### config.mk
export PLATFORM = sky130hd
export DESIGN_NAME = regfile_wb_arbiter_flat
export DESIGN_NICKNAME = d
export VERILOG_FILES = /design/src/rtl/regfile_wb_arbiter_pkg.sv /design/src/rtl/regfile_wb_arbiter_if.sv /design/src/rtl/regfile_wb_arbiter_fifo.sv /design/src/rtl/regfile_wb_arbiter.sv /design/src/flat_wrapper.sv
export SDC_FILE = /design/constraint.sdc
export NUM_CORES = 1
export LEC_CHECK = 0
export ABC_AREA = 1
export CAP_MARGIN = 15
export CORE_ASPECT_RATIO = 0.7
export CORE_MARGIN = 1.5
export CORE_UTILIZATION = 59
export DETAILED_ROUTE_END_ITERATION = 6
export PLACE_DENSITY = 0.85
export RECOVER_POWER = 25
export SYNTH_ARGS = -nofsm -noshare
export SYNTH_HDL_FRONTEND = slang
export SYNTH_SLANG_ARGS = --single-unit
### constraint.sdc
create_clock -name clk -period 8.4 [get_ports clk]
set_input_delay 0.84 -clock clk [delete_from_list [all_inputs] [get_ports clk]]
set_output_delay 0.84 -clock clk [all_outputs]
set_load 0.005 [all_outputs]
### src/rtl/regfile_wb_arbiter_pkg.sv
// Shared types and constants for the regfile write-back arbiter.
// Latency and backpressure are not applicable here; this package holds only definitions.
package regfile_wb_arbiter_pkg;

  localparam int REG_BUS       = 64;
  localparam int REG_NUM       = 32;
  localparam int WB_FIFO_DEPTH = 4;

  typedef logic [4:0] reg_idx_t;

  localparam reg_idx_t REG0 = 5'd0;

  typedef enum logic [1:0] {
    WB_SRC_NONE,
    WB_SRC_LSU,
    WB_SRC_FIFO,
    WB_SRC_EXU
  } wb_src_e;

  function automatic logic [REG_NUM-1:0] idx_onehot(input reg_idx_t idx);
    idx_onehot      = '0;
    idx_onehot[idx] = 1'b1;
  endfunction

endpackage

### src/rtl/regfile_wb_arbiter_if.sv
// Decode / EXU / LSU / regfile-write bundle of the write-back arbiter; slave is the arbiter's view.
// Forwarding outputs exist only when WB_FWD_EN is defined; the bundle itself adds no latency.
interface regfile_wb_arbiter_if
  import regfile_wb_arbiter_pkg::*;
#(
  parameter int XLEN = REG_BUS
);

  logic            iss_valid;
  reg_idx_t        iss_rd;
  logic            exu_valid;
  logic            exu_ready;
  reg_idx_t        exu_rd;
  logic [XLEN-1:0] exu_data;
  logic            lsu_valid;
  logic            lsu_ready;
  reg_idx_t        lsu_rd;
  logic [XLEN-1:0] lsu_data;
  reg_idx_t        rs1;
  reg_idx_t        rs2;
  logic            busy_rs1;
  logic            busy_rs2;
  logic            busy_rd;
  logic            wb_en;
  reg_idx_t        wb_rd;
  logic [XLEN-1:0] wb_data;
  logic            err_waw;
`ifdef WB_FWD_EN
  logic            fwd_hit1;
  logic            fwd_hit2;
  logic [XLEN-1:0] fwd_data;
`endif

  modport slave (
    input  iss_valid, iss_rd, exu_valid, exu_rd, exu_data,
    input  lsu_valid, lsu_rd, lsu_data, rs1, rs2,
    output exu_ready, lsu_ready, busy_rs1, busy_rs2, busy_rd,
    output wb_en, wb_rd, wb_data, err_waw
`ifdef WB_FWD_EN
    , output fwd_hit1, fwd_hit2, fwd_data
`endif
  );

  modport master (
    output iss_valid, iss_rd, exu_valid, exu_rd, exu_data,
    output lsu_valid, lsu_rd, lsu_data, rs1, rs2,
    input  exu_ready, lsu_ready, busy_rs1, busy_rs2, busy_rd,
    input  wb_en, wb_rd, wb_data, err_waw
`ifdef WB_FWD_EN
    , input fwd_hit1, fwd_hit2, fwd_data
`endif
  );

endinterface

### src/rtl/regfile_wb_arbiter_fifo.sv
// Generic DEPTH x W result FIFO with wrapping pointers; read data is the combinational head.
// Latency: a push is visible at the head next cycle; backpressure: push ignored when full, pop ignored when empty.
module wb_result_fifo #(
  parameter int W     = 69,
  parameter int DEPTH = 4
) (
  input  logic         clk,
  input  logic         rst,
  input  logic         push,
  input  logic [W-1:0] push_dat,
  input  logic         pop,
  output logic [W-1:0] pop_dat,
  output logic         full,
  output logic         empty
);

  localparam int AW = $clog2(DEPTH);
  localparam int CW = AW + 1;

  logic [W-1:0]  mem [DEPTH];
  logic [AW-1:0] wr_ptr;
  logic [AW-1:0] rd_ptr;
  logic [CW-1:0] count;
  logic          push_ok;
  logic          pop_ok;

  assign full    = (count == CW'(DEPTH));
  assign empty   = (count == '0);
  assign push_ok = push && !full;
  assign pop_ok  = pop && !empty;
  assign pop_dat = mem[rd_ptr];

  always_ff @(posedge clk) begin
    if (rst) begin
      wr_ptr <= '0;
      rd_ptr <= '0;
      count  <= '0;
    end else begin
      if (push_ok) wr_ptr <= wr_ptr + AW'(1);
      if (pop_ok)  rd_ptr <= rd_ptr + AW'(1);
      count <= count + CW'(push_ok) - CW'(pop_ok);
    end
  end

  always_ff @(posedge clk) begin
    if (push_ok) mem[wr_ptr] <= push_dat;
  end

endmodule

### src/rtl/regfile_wb_arbiter.sv
// Serialises EXU/LSU results into one registered regfile write per cycle and tracks pending rds.
// Latency 1 cycle accept->wb_en; LSU never stalls, EXU stalls on full FIFO; WB_FWD_EN adds forwarding.
module regfile_wb_arbiter
  import regfile_wb_arbiter_pkg::*;
#(
  parameter int XLEN  = REG_BUS,
  parameter int DEPTH = WB_FIFO_DEPTH
) (
  input logic                 clk,
  input logic                 rst,
  regfile_wb_arbiter_if.slave bus
);

  localparam int EW = $bits(reg_idx_t) + XLEN;

  logic               fifo_full;
  logic               fifo_empty;
  logic               fifo_push;
  logic               fifo_pop;
  logic [EW-1:0]      fifo_head;
  wb_src_e            src;
  reg_idx_t           nxt_rd;
  logic [XLEN-1:0]    nxt_data;
  logic               wb_en_q;
  reg_idx_t           wb_rd_q;
  logic [XLEN-1:0]    wb_data_q;
  logic [REG_NUM-1:0] pending;
  logic [REG_NUM-1:0] pend_set;
  logic [REG_NUM-1:0] pend_clr;
  logic               err_q;
  logic               busy_rd_c;
  logic               hit1;
  logic               hit2;

  wb_result_fifo #(
    .W    (EW),
    .DEPTH(DEPTH)
  ) u_fifo (
    .clk     (clk),
    .rst     (rst),
    .push    (fifo_push),
    .push_dat({bus.exu_rd, bus.exu_data}),
    .pop     (fifo_pop),
    .pop_dat (fifo_head),
    .full    (fifo_full),
    .empty   (fifo_empty)
  );

  // LSU first, then the oldest queued EXU result, then an EXU beat straight through an empty FIFO.
  always_comb begin
    src      = WB_SRC_NONE;
    nxt_rd   = REG0;
    nxt_data = '0;
    if (bus.lsu_valid) begin
      src      = WB_SRC_LSU;
      nxt_rd   = bus.lsu_rd;
      nxt_data = bus.lsu_data;
    end else if (!fifo_empty) begin
      src                = WB_SRC_FIFO;
      {nxt_rd, nxt_data} = fifo_head;
    end else if (bus.exu_valid) begin
      src      = WB_SRC_EXU;
      nxt_rd   = bus.exu_rd;
      nxt_data = bus.exu_data;
    end
  end

  assign fifo_push = bus.exu_valid && !fifo_full && (src != WB_SRC_EXU);
  assign fifo_pop  = (src == WB_SRC_FIFO);

  always_ff @(posedge clk) begin
    if (rst) begin
      wb_en_q   <= 1'b0;
      wb_rd_q   <= REG0;
      wb_data_q <= '0;
    end else begin
      wb_en_q <= (src != WB_SRC_NONE) && (nxt_rd != REG0);
      if (src != WB_SRC_NONE) begin
        wb_rd_q   <= nxt_rd;
        wb_data_q <= nxt_data;
      end
    end
  end

  // Clear is applied before set so a same-cycle reissue of the retiring rd stays pending.
  assign pend_set  = (bus.iss_valid && bus.iss_rd != REG0) ? idx_onehot(bus.iss_rd) : '0;
  assign pend_clr  = wb_en_q ? idx_onehot(wb_rd_q) : '0;
  assign busy_rd_c = pending[bus.iss_rd] && (bus.iss_rd != REG0);

  always_ff @(posedge clk) begin
    if (rst) begin
      pending <= '0;
      err_q   <= 1'b0;
    end else begin
      pending <= (pending & ~pend_clr) | pend_set;
      err_q   <= err_q | (bus.iss_valid && busy_rd_c);
    end
  end

`ifdef WB_FWD_EN
  assign hit1         = wb_en_q && (wb_rd_q == bus.rs1) && (bus.rs1 != REG0);
  assign hit2         = wb_en_q && (wb_rd_q == bus.rs2) && (bus.rs2 != REG0);
  assign bus.fwd_hit1 = hit1;
  assign bus.fwd_hit2 = hit2;
  assign bus.fwd_data = wb_data_q;
`else
  assign hit1 = 1'b0;
  assign hit2 = 1'b0;
`endif

  assign bus.busy_rs1  = pending[bus.rs1] && (bus.rs1 != REG0) && !hit1;
  assign bus.busy_rs2  = pending[bus.rs2] && (bus.rs2 != REG0) && !hit2;
  assign bus.busy_rd   = busy_rd_c;
  assign bus.exu_ready = !fifo_full;
  assign bus.lsu_ready = 1'b1;
  assign bus.wb_en     = wb_en_q;
  assign bus.wb_rd     = wb_rd_q;
  assign bus.wb_data   = wb_data_q;
  assign bus.err_waw   = err_q;

endmodule

### src/flat_wrapper.sv
// flat-port wrapper written by rule: the top's interface ports become plain ports
module regfile_wb_arbiter_flat import regfile_wb_arbiter_pkg::*;
#(
  parameter int XLEN  = REG_BUS,
  parameter int DEPTH = WB_FIFO_DEPTH
)
  (clk, rst, bus_iss_valid, bus_iss_rd, bus_exu_valid, bus_exu_rd, bus_exu_data, bus_lsu_valid, bus_lsu_rd, bus_lsu_data, bus_rs1, bus_rs2, bus_exu_ready, bus_lsu_ready, bus_busy_rs1, bus_busy_rs2, bus_busy_rd, bus_wb_en, bus_wb_rd, bus_wb_data, bus_err_waw);
  regfile_wb_arbiter_if #(.XLEN(XLEN)) bus_i ();
  input logic clk;
  input logic rst;
  input wire logic [$bits(bus_i.iss_valid)-1:0] bus_iss_valid;
  input wire logic [$bits(bus_i.iss_rd)-1:0] bus_iss_rd;
  input wire logic [$bits(bus_i.exu_valid)-1:0] bus_exu_valid;
  input wire logic [$bits(bus_i.exu_rd)-1:0] bus_exu_rd;
  input wire logic [$bits(bus_i.exu_data)-1:0] bus_exu_data;
  input wire logic [$bits(bus_i.lsu_valid)-1:0] bus_lsu_valid;
  input wire logic [$bits(bus_i.lsu_rd)-1:0] bus_lsu_rd;
  input wire logic [$bits(bus_i.lsu_data)-1:0] bus_lsu_data;
  input wire logic [$bits(bus_i.rs1)-1:0] bus_rs1;
  input wire logic [$bits(bus_i.rs2)-1:0] bus_rs2;
  output wire logic [$bits(bus_i.exu_ready)-1:0] bus_exu_ready;
  output wire logic [$bits(bus_i.lsu_ready)-1:0] bus_lsu_ready;
  output wire logic [$bits(bus_i.busy_rs1)-1:0] bus_busy_rs1;
  output wire logic [$bits(bus_i.busy_rs2)-1:0] bus_busy_rs2;
  output wire logic [$bits(bus_i.busy_rd)-1:0] bus_busy_rd;
  output wire logic [$bits(bus_i.wb_en)-1:0] bus_wb_en;
  output wire logic [$bits(bus_i.wb_rd)-1:0] bus_wb_rd;
  output wire logic [$bits(bus_i.wb_data)-1:0] bus_wb_data;
  output wire logic [$bits(bus_i.err_waw)-1:0] bus_err_waw;
  assign bus_i.iss_valid = bus_iss_valid;
  assign bus_i.iss_rd = bus_iss_rd;
  assign bus_i.exu_valid = bus_exu_valid;
  assign bus_i.exu_rd = bus_exu_rd;
  assign bus_i.exu_data = bus_exu_data;
  assign bus_i.lsu_valid = bus_lsu_valid;
  assign bus_i.lsu_rd = bus_lsu_rd;
  assign bus_i.lsu_data = bus_lsu_data;
  assign bus_i.rs1 = bus_rs1;
  assign bus_i.rs2 = bus_rs2;
  assign bus_exu_ready = bus_i.exu_ready;
  assign bus_lsu_ready = bus_i.lsu_ready;
  assign bus_busy_rs1 = bus_i.busy_rs1;
  assign bus_busy_rs2 = bus_i.busy_rs2;
  assign bus_busy_rd = bus_i.busy_rd;
  assign bus_wb_en = bus_i.wb_en;
  assign bus_wb_rd = bus_i.wb_rd;
  assign bus_wb_data = bus_i.wb_data;
  assign bus_err_waw = bus_i.err_waw;
  regfile_wb_arbiter #(.XLEN(XLEN), .DEPTH(DEPTH)) u_core (.clk(clk), .rst(rst), .bus(bus_i));
endmodule
==> metrics, run 1 <==
status finished, final reports clean; Hold Fails Final Rpt 0; CP startpoint kind input pin; RSZ-0062 raised after global routing false; Max Cap Violations 0; overflow left after global routing 0; cell area after layout 19900 um^2; Net Switching between 1.5 and 2 mW; Hold Path Class reg -> reg; Netlist cell types 37; clock-pin slew on the worst setup and hold paths 60 ps; # rows 50; H-tree lvl count 2; Synth Cell Area 16200 um^2; Leak 7.01 nW; Post-Place Cell Area about 19000 um^2; detailed-route DRC error count 0; crit-path max FO 20; initial antenna violation count 9; #FFs+latches synth between 300 and 400; Post-synth ARST share 0; Initial Util 0.603; Clock power frac 0.309; CTS resizes 0; routability congestion estimate 0.934; Setup CP Type in -> out; Worst Tran Pin Value 1020 ps; Total Wirelength around 43000 um; Clock Path Buffers 3; die area 28500 um^2; largest net degree at the start of global routing 105; worst-skew pair later-pin latency about 540 ps; crit path launch bus_iss_rd[0]; setup TNS 0 ps; hpwl dp around 26000 um; Die Wd 201 um; fmax 0.217 GHz; sequential standard cell area approximately 11000 um^2; most frequent cells in the layout 292 x nand2_1, 276 x edfxtp_1, 184 x clkdlybuf4s50_1; Synth Instances around 1600; Vias/cell slightly above 6; GRT Total Usage 0.297; first-pass GRT wire length approximately 67000 um; worst endpoint required time 7560 ps; vias in the first global route roughly 12000; most common cell after layout, fill and taps aside nand2_1; Util after Layout 0.741; min cycle time layout 4610 ps; r2r startpoint u_core.u_fifo.count[1]$_SDFF_PP0_; sequential share of power 0.458; Sw Share 0.297; Pwr Density around 270 nW/um^2; Peak VDD IR around 0.18 mV; Final Max Slew Viols 0; 1st-iter DRT viols 1488; clock sinks approximately 390; Main synth FF type edfxtp_1; total number of yosys warnings 0; via count 13000; cts-stage hold buffer count 0; core footprint roughly 27000 um^2; Slew headroom 0.320; Worst EP arrival 3770 ps; # setup viols final 0; share of cells above drive strength 1 0.0622; clock root cell clkbuf_16; Mapped Avg Cell Area 10.5 um^2; fin crit share 0.549; Combinational Power Share 0.232; clock skew 19.5 ps; post-synthesis sequential area ratio 0.649; Pre-Repair DR Iteration Count 5; multi-input logic area approximately 5000 um^2; Syn-to-layout area delta 22.9%; per-cell routed wire length 20.2 um; post-route ant nets 0; Hold Crit Start u_core.bus.err_waw$_SDFF_PP0_; number of enable flip-flop cells after synthesis 276; total setup buffers inserted after CTS 0; internal power component 3.79 mW; Syn Nets 1716; CP Capture Type output port; CTS Buf Count 37; port bufs 232; Total Power ~5.4 mW; nets 1905; CTS tree yes; layout filler cell count 1789; I/O pin total 234; Die Y 142 um
## per-stage QoR
step,setup WS [ps],std cells,hold WS [ps]
2_1_floorplan,3790,1551,443
3_3_place_gp,3990,2063,454
3_5_place_dp,3870,2063,454
4_1_cts,3850,2130,465
5_1_grt,3570,2136,477
6_report,3790,2140,459
## power groups by stage
stage          Combinational (mW)  Sequential (mW)  Clock (mW)
3_3_place_gp                 1.19             2.49           0
5_1_grt                      1.37             2.49        1.76
2_1_floorplan               0.742             2.48           0
3_5_place_dp                 1.23             2.51           0
4_1_cts                      1.24             2.47        1.68
6_report                     1.25             2.47        1.67
## cell usage after synthesis (11+ instances only)
cell,n,area [um^2]
dfxtp_1,112,2240
buf_2,39,195
o221ai_1,26,228
edfxtp_1,276,8290
nor3_1,36,180
clkbuf_1,40,150
o22ai_1,71,444
nand3_1,54,270
nor3_2,11,110
a21oi_1,106,531
inv_1,61,229
o21ai_0,175,876
nor2_1,151,567
o32ai_1,26,228
nand2_1,292,1100
o211ai_1,14,105
## flip-flops by register name, indices dropped and copies added (netlist names), named ones only
register / flops
u_core.u_fifo.count: 3
u_core.bus.wb_rd: 5
u_core.u_fifo.rd_ptr: 2
u_core.bus.err_waw: 1
u_core.bus.wb_en: 1
u_core.u_fifo.wr_ptr: 2
u_core.u_fifo.mem: 276
u_core.pending: 32
u_core.bus.wb_data: 64
## critical path, cell delays in order
cell and delay, ps:
clkdlybuf4s50_1 940, clkinv_1 710, nand2_1 220, nand2_1 70, nand2_1 60, nand2_1 60, nand2_1 50, nand2_1 50
nor2_1 130, nand2_1 90, o21a_1 110, clkdlybuf4s50_1 440
## final timing paths
path / endpoint / slack (ps) / depth (start not counted)
max: bus_busy_rd / 3790 / 12
min: u_core.bus.err_waw$_SDFF_PP0_ / 460 / 2
max reg2reg: u_core.u_fifo.mem[0][39]$_DFFE_PP_ / 5560 / 5
min reg2reg: u_core.bus.err_waw$_SDFF_PP0_ / 460 / 2
## layout make-up
type / count / share of cell area
Clock inverter: 10 / 0.00671
Clock buffer: 57 / 0.0548
Multi-Input combinational cell: 997 / 0.249
Sequential cell: 388 / 0.528
Antenna cell: 8 / 0.00100
Inverter: 68 / 0.0129
Timing Repair Buffer: 248 / 0.124
Tap cell: 364 / 0.0228
## cell families (layout without fill, tap and decap cells)
group | count (synthesis) | after routing | synth area share
and+or+nand+nor | 564 | 564 | 0.146
AOI/OAI and AO/OA | 425 | 425 | 0.152
DFF | 388 | 388 | 0.649
buffers and inverters | 166 | 383 | 0.0461
adders and majority gates | 7 | 7 | 0.00586
other | 1 | 9 | 0.000231
## layer usage
layer,routed length (um),share of wire,global-route usage
met3,4110,0.095,0.0659
met1,18000,0.42,0.408
met4,946,0.022,0.0939
met2,20200,0.47,0.477
met5,26,0.00060,0
Power figures use the tool's default switching activity.
==> inputs of run 2 (changes only) <==
Settings changed: CORE_UTILIZATION 59 to 55, PLACE_DENSITY 0.85 to 0.8.
Clock period 8.4 ns to 4.6 ns, I/O delays scaled along.
==> metrics, run 2 (synthesized netlist as in run 1, its figures left out) <==
CP startpoint kind input pin; worst endpoint required time 4140 ps (-3420 ps); Top reg by flops u_core.u_fifo.mem; placed cells 2081 (+0.87%); crit path launch bus_iss_rd[0]; RSZ-0062 raised after global routing false; CP bufs+invs 4 (+1); H-tree lvl count 2 (unchanged); Hold Crit Start u_core.bus.err_waw$_SDFF_PP0_; Worst EP arrival 2930 ps (-840 ps); port bufs 232 (unchanged); max reg flops 276 (unchanged); Clock Path Buffers 3 (unchanged); setup TNS 0 ps (unchanged); Sw Share 0.296 (-0.00186); fin crit share 0.736; worst slack, placed 1260 ps (-2610 ps); largest net degree at the start of global routing 108 (+2.9%); worst r2r path cells 5 (unchanged); I/O pin total 234 (unchanged); 1st-iter DRT viols 1204 (-19%); via count 12800 (-1.2%); CTS tree yes; min cycle time layout 3390 ps; Total Wirelength 42500 um (-1.7%); Vias/cell 5.94 (-1.9%); Leak 6.99 nW (-0.34%); CP max stage delay 510 ps (-430 ps); clock root cell clkbuf_16; clock sinks 388 (unchanged); CP max stage cell clkinv_1; Pre-Repair DR Iteration Count 5 (unchanged); RR Endpoint u_core.u_fifo.mem[3][3]$_DFFE_PP_; worst-skew pair later-pin latency 530 ps (about the same); share of cells above drive strength 1 0.0617 (-0.000566); sequential share of power 0.459 (about the same); CP Cell Sequence clkdlybuf4s50_1 > buf_4 > clkinv_1 > nand2_1 > nand2_1 > nand2_1 > nand2_1 > nand2_1 > nand2_1 > nor2_1 > nand2_1 > o21a_1 > clkdlybuf4s50_1; per-cell routed wire length 19.7 um (-2.3%); detailed-route DRC error count 0 (unchanged); GRT Total Usage 0.274 (-0.0230); Worst Tran Pin Value 1090 ps (+67.9 ps); Net Switching 2.88 mW (+80%); clock-pin slew on the worst setup and hold paths 70 ps (about the same); Peak VDD IR 0.291 mV (+59%); overflow left after global routing 0 (unchanged); Util after Layout 0.688 (-0.0535); Slew headroom 0.275 (-0.0453); Endpoint, Worst Hold u_core.bus.err_waw$_SDFF_PP0_; post-route ant nets 0 (unchanged); die area 30500 um^2 (+7.1%); Max Cap Violations 0 (unchanged); nets 1907 (+0.10%); core footprint 29000 um^2 (+7.6%); vias in the first global route 12000 (-2.5%); internal power component 6.87 mW (+81%); hpwl dp 25700 um (-1.4%); Pwr Density 490 nW/um^2 (+81%); # setup viols final 0 (unchanged); routability congestion estimate 0.946 (+1.3%); Syn-to-layout area delta 22.8%; Die Y 147 um (+3.5%); Combinational Power Share 0.237 (+0.005); CTS Buf Count 36 (-2.7%); # rows 52 (+4.0%); most common cell after layout, fill and taps aside nand2_1; fmax 0.295 GHz; cts-stage hold buffer count 0 (unchanged); flop2flop setup slack 2030 ps (-3530 ps); final worst setup slack 1210 ps (-2580 ps); family with the most delay on the worst path buffers and inverters; Layout Cells excl Fill 2154 (+0.65%); Initial Util 0.560 (-0.0427); clock skew 12.4 ps (-7.06 ps); total setup buffers inserted after CTS 0 (unchanged); hold path cells 2 (unchanged); Die Wd 208 um (+3.5%); Hold Fails Final Rpt 0 (unchanged); Clock power frac 0.304 (-0.005); first-pass GRT wire length 65900 um (-0.99%); status finished, final reports clean; Setup CP Type in -> out; most frequent cells in the layout 292 x nand2_1, 276 x edfxtp_1, 183 x clkdlybuf4s50_1; Final Max Slew Viols 0 (unchanged); r2r startpoint u_core.u_fifo.count[1]$_SDFF_PP0_; CP Capture Type output port; critical path's most frequent cell nand2_1; crit-path max FO 20 (unchanged); Hold Path Class reg -> reg; initial antenna violation count 11 (+2); CTS resizes 0 (unchanged)
run 2: changes by cell type in the layout (fill, tap and decap cells not counted), sizes merged:
cell,previous run,this run
buf,16,19
bufinv,2,3
clkbuf,57,51
clkdlybuf4s50,184,183
clkinvlp,0,2
dlygate4sd3,48,49
run 2: per-layer routing:
layer  wire length [um]  global-route usage  vias up
met1              18300               0.395     6112
met4                781              0.0828        6
met2              19400               0.421      658
met3               4030              0.0564       70
li1                   -                   -     5953
met5                 38                   0        -
run 2: through the flow:
step	hold slack, ps	total power, mW	cell area, um^2
3_3_place_gp	451	6.76	18700
4_1_cts	474	9.78	19900
2_1_floorplan	443	5.88	16200
5_1_grt	500	10.2	19900
6_report	472	9.75	19900
3_5_place_dp	463	6.83	18700
run 2: worst reg2reg max path: cells and delay by family, from the launching register on:
kind	cells	cell delay [ps]
simple gates	4	1420
buf+inv	1	380
flops	1	400
run 2: final cells by class:
type	instances	area, um^2
multi-input cells	997	4970
repair buffers	251	2500
diodes	8	20.0
clock inverters	13	139
flip-flops and latches	388	10500
inverters	68	258
fillers	2085	9040
well taps	378	473
clock buffers	51	1020
run 2: worst max-delay path by stage:
stage	end	slack, ps	cells after the start
floorplan	u_core.u_fifo.mem[0][0]$_DFFE_PP_	370	4
global placement	bus_busy_rd	1340	13
detailed placement	bus_busy_rd	1260	13
CTS	bus_busy_rd	1240	13
global route	bus_busy_rs1	1020	10
finish	bus_busy_rd	1210	13
run 2: power by group through the flow:
stage | Combinational [mW] | Sequential, mW | Clock, mW
after floorplan | 1.36 | 4.53 | 0
after global placement | 2.24 | 4.52 | 0
after detailed placement | 2.29 | 4.54 | 0
after CTS | 2.31 | 4.47 | 3.00
after global routing | 2.53 | 4.52 | 3.13
final | 2.31 | 4.48 | 2.97
==> inputs of run 3 (changes only) <==
Settings changed: CORE_UTILIZATION 55 to 49, PLACE_DENSITY 0.8 to 0.75.
Clock period 4.6 ns to 2.77 ns, I/O delays scaled along.
==> metrics, run 3 (synthesized netlist as in run 1, its figures left out) <==
CP startpoint kind input pin; initial antenna violation count 12 (+1); r2r startpoint u_core.u_fifo.count[1]$_SDFF_PP0_; Total Wirelength 42500 um (about the same); CP Capture Type output port; Pre-Repair DR Iteration Count 5 (unchanged); clock root cell clkbuf_16; cts-stage hold buffer count 0 (unchanged); Max Cap Violations 0 (unchanged); worst endpoint required time 2490 ps (-1650 ps); Die Wd 220 um (+5.9%); routability congestion estimate 0.933 (-1.4%); port bufs 232 (unchanged); I/O pin total 234 (unchanged); CTS tree yes; clock sinks 388 (unchanged); first-pass GRT wire length 66600 um (+1.0%); Hold Path Class in -> reg; post-route ant nets 0 (unchanged); Clock Path Buffers 3 (unchanged); hpwl dp 26300 um (+2.6%); clock-pin slew on the worst setup and hold paths 60 ps (about the same); fmax 0.395 GHz; CP max stage delay 810 ps (+300 ps); # rows 55 (+5.8%); most common cell after layout, fill and taps aside nand2_1; via count 12700 (-1.0%); RR Endpoint u_core.u_fifo.count[2]$_SDFF_PP0_; GRT Total Usage 0.249 (-0.0253); CP max stage cell clkdlybuf4s50_1; per-cell routed wire length 19.0 um (-3.6%); CTS resizes 0 (unchanged); clock skew 16.2 ps (+3.85 ps); overflow left after global routing 0 (unchanged); # setup viols final 0 (unchanged); crit-path max FO 15 (-25%); worst-skew pair later-pin latency 540 ps (about the same); max reg flops 276 (unchanged); largest net degree at the start of global routing 140 (+30%); 1st-iter DRT viols 1070 (-11%); share of cells above drive strength 1 0.0784 (+0.0167); CTS Buf Count 39 (+8.3%); most frequent cells in the layout 292 x nand2_1, 276 x edfxtp_1, 183 x clkdlybuf4s50_1; CP Cell Sequence clkdlybuf4s50_1 > inv_1 > o211ai_1 > nand3_1 > nand3_1 > nand2_1 > o21ai_0 > nand2_1 > clkdlybuf4s50_1; total setup buffers inserted after CTS 0 (unchanged); Final Max Slew Viols 0 (unchanged); placed cells 2154 (+3.5%); crit path launch bus_rs2[1]; Top reg by flops u_core.u_fifo.mem; Layout Cells excl Fill 2234 (+3.7%); Vias/cell 5.67 (-4.5%); fin crit share 0.913; H-tree lvl count 2 (unchanged); Hold Fails Final Rpt 0 (unchanged); Slew headroom 0.563 (+0.288); Syn-to-layout area delta 25.4%; Pwr Density 812 nW/um^2 (+66%); nets 1933 (+1.4%); Hold WS 392 ps (-79.7 ps); Worst EP arrival 2250 ps (-680 ps); core footprint 32400 um^2 (+12%); Worst Tran Pin Value 656 ps (-432 ps); min cycle time layout 2530 ps; RSZ-0062 raised after global routing false; worst r2r path cells 11 (+6); flop2flop setup slack 590 ps (-1440 ps); detailed-route DRC error count 0 (unchanged); status finished, final reports clean; Initial Util 0.500 (-0.0598); Leak 7.19 nW (+2.9%); Setup CP Type in -> out; Die Y 155 um (+5.8%); die area 34200 um^2 (+12%); Worst setup endpoint bus_busy_rs2; vias in the first global route 12200 (+1.4%); Peak VDD IR 0.523 mV (+80%); layout filler cell count 2587 (+24%)
run 3: stage by stage:
stage / instance area, um^2 / utilization / setup slack (ps) / setup TNS (ps) / total power [mW]
6_report: 20300 / 0.628 / 240 / 0 / 16.5
5_1_grt: 20300 / 0.628 / 25.1 / 0 / 17.3
4_1_cts: 20300 / 0.627 / 247 / 0 / 16.6
3_5_place_dp: 19100 / 0.588 / 197 / 0 / 11.5
3_3_place_gp: 19100 / 0.588 / 249 / 0 / 11.4
2_1_floorplan: 16200 / - / -330 / -91110 / 9.75
run 3: layout make-up:
cell class | instances | area [um^2] | share of cell area
clock buffer | 57 | 1150 | 0.0563
tap | 427 | 534 | 0.0263
sequential | 388 | 10500 | 0.518
timing repair buffer | 274 | 2760 | 0.136
multi-input combinational | 997 | 4970 | 0.244
clock inverter | 15 | 116 | 0.00572
antenna | 8 | 20.0 | 0.000984
inverter | 68 | 258 | 0.0127
run 3: how the worst min path moves through the flow:
| stage | depth (start not counted) | start | endpoint | slack, ps |
|---|---|---|---|---|
| final | 3 | bus_lsu_data[24] | u_core.bus.wb_data[24]$_SDFFE_PP0P_ | 390 |
| after detailed placement | 2 | u_core.bus.err_waw$_SDFF_PP0_ | u_core.bus.err_waw$_SDFF_PP0_ | 460 |
| after global placement | 2 | u_core.bus.err_waw$_SDFF_PP0_ | u_core.bus.err_waw$_SDFF_PP0_ | 450 |
| after global routing | 3 | bus_lsu_data[36] | u_core.bus.wb_data[36]$_SDFFE_PP0P_ | 400 |
| after CTS | 3 | bus_lsu_data[24] | u_core.bus.wb_data[24]$_SDFFE_PP0P_ | 370 |
| after floorplan | 0 | bus_exu_data[0] | u_core.u_fifo.mem[0][0]$_DFFE_PP_ | 380 |
run 3: critical path, delay by kind of cell:
kind,cells,cell delay [ps]
compound gates,2,270
buf+inv,3,1410
simple gates,4,300
run 3: routing by layer:
layer  GRT usage  part of all wire
met4      0.0638             0.018
met5           0           0.00054
met2       0.390              0.46
met3      0.0512             0.080
met1       0.354              0.44
run 3: report_power, final:
part | internal (mW) | leakage [nW] | total (mW) | switching, mW
sequential | 7.09 | 3.44 | 7.38 | 0.293
clock | 2.98 | 0.620 | 5.14 | 2.16
combinational | 1.58 | 3.13 | 3.99 | 2.42
total | 11.6 | 7.19 | 16.5 | 4.87
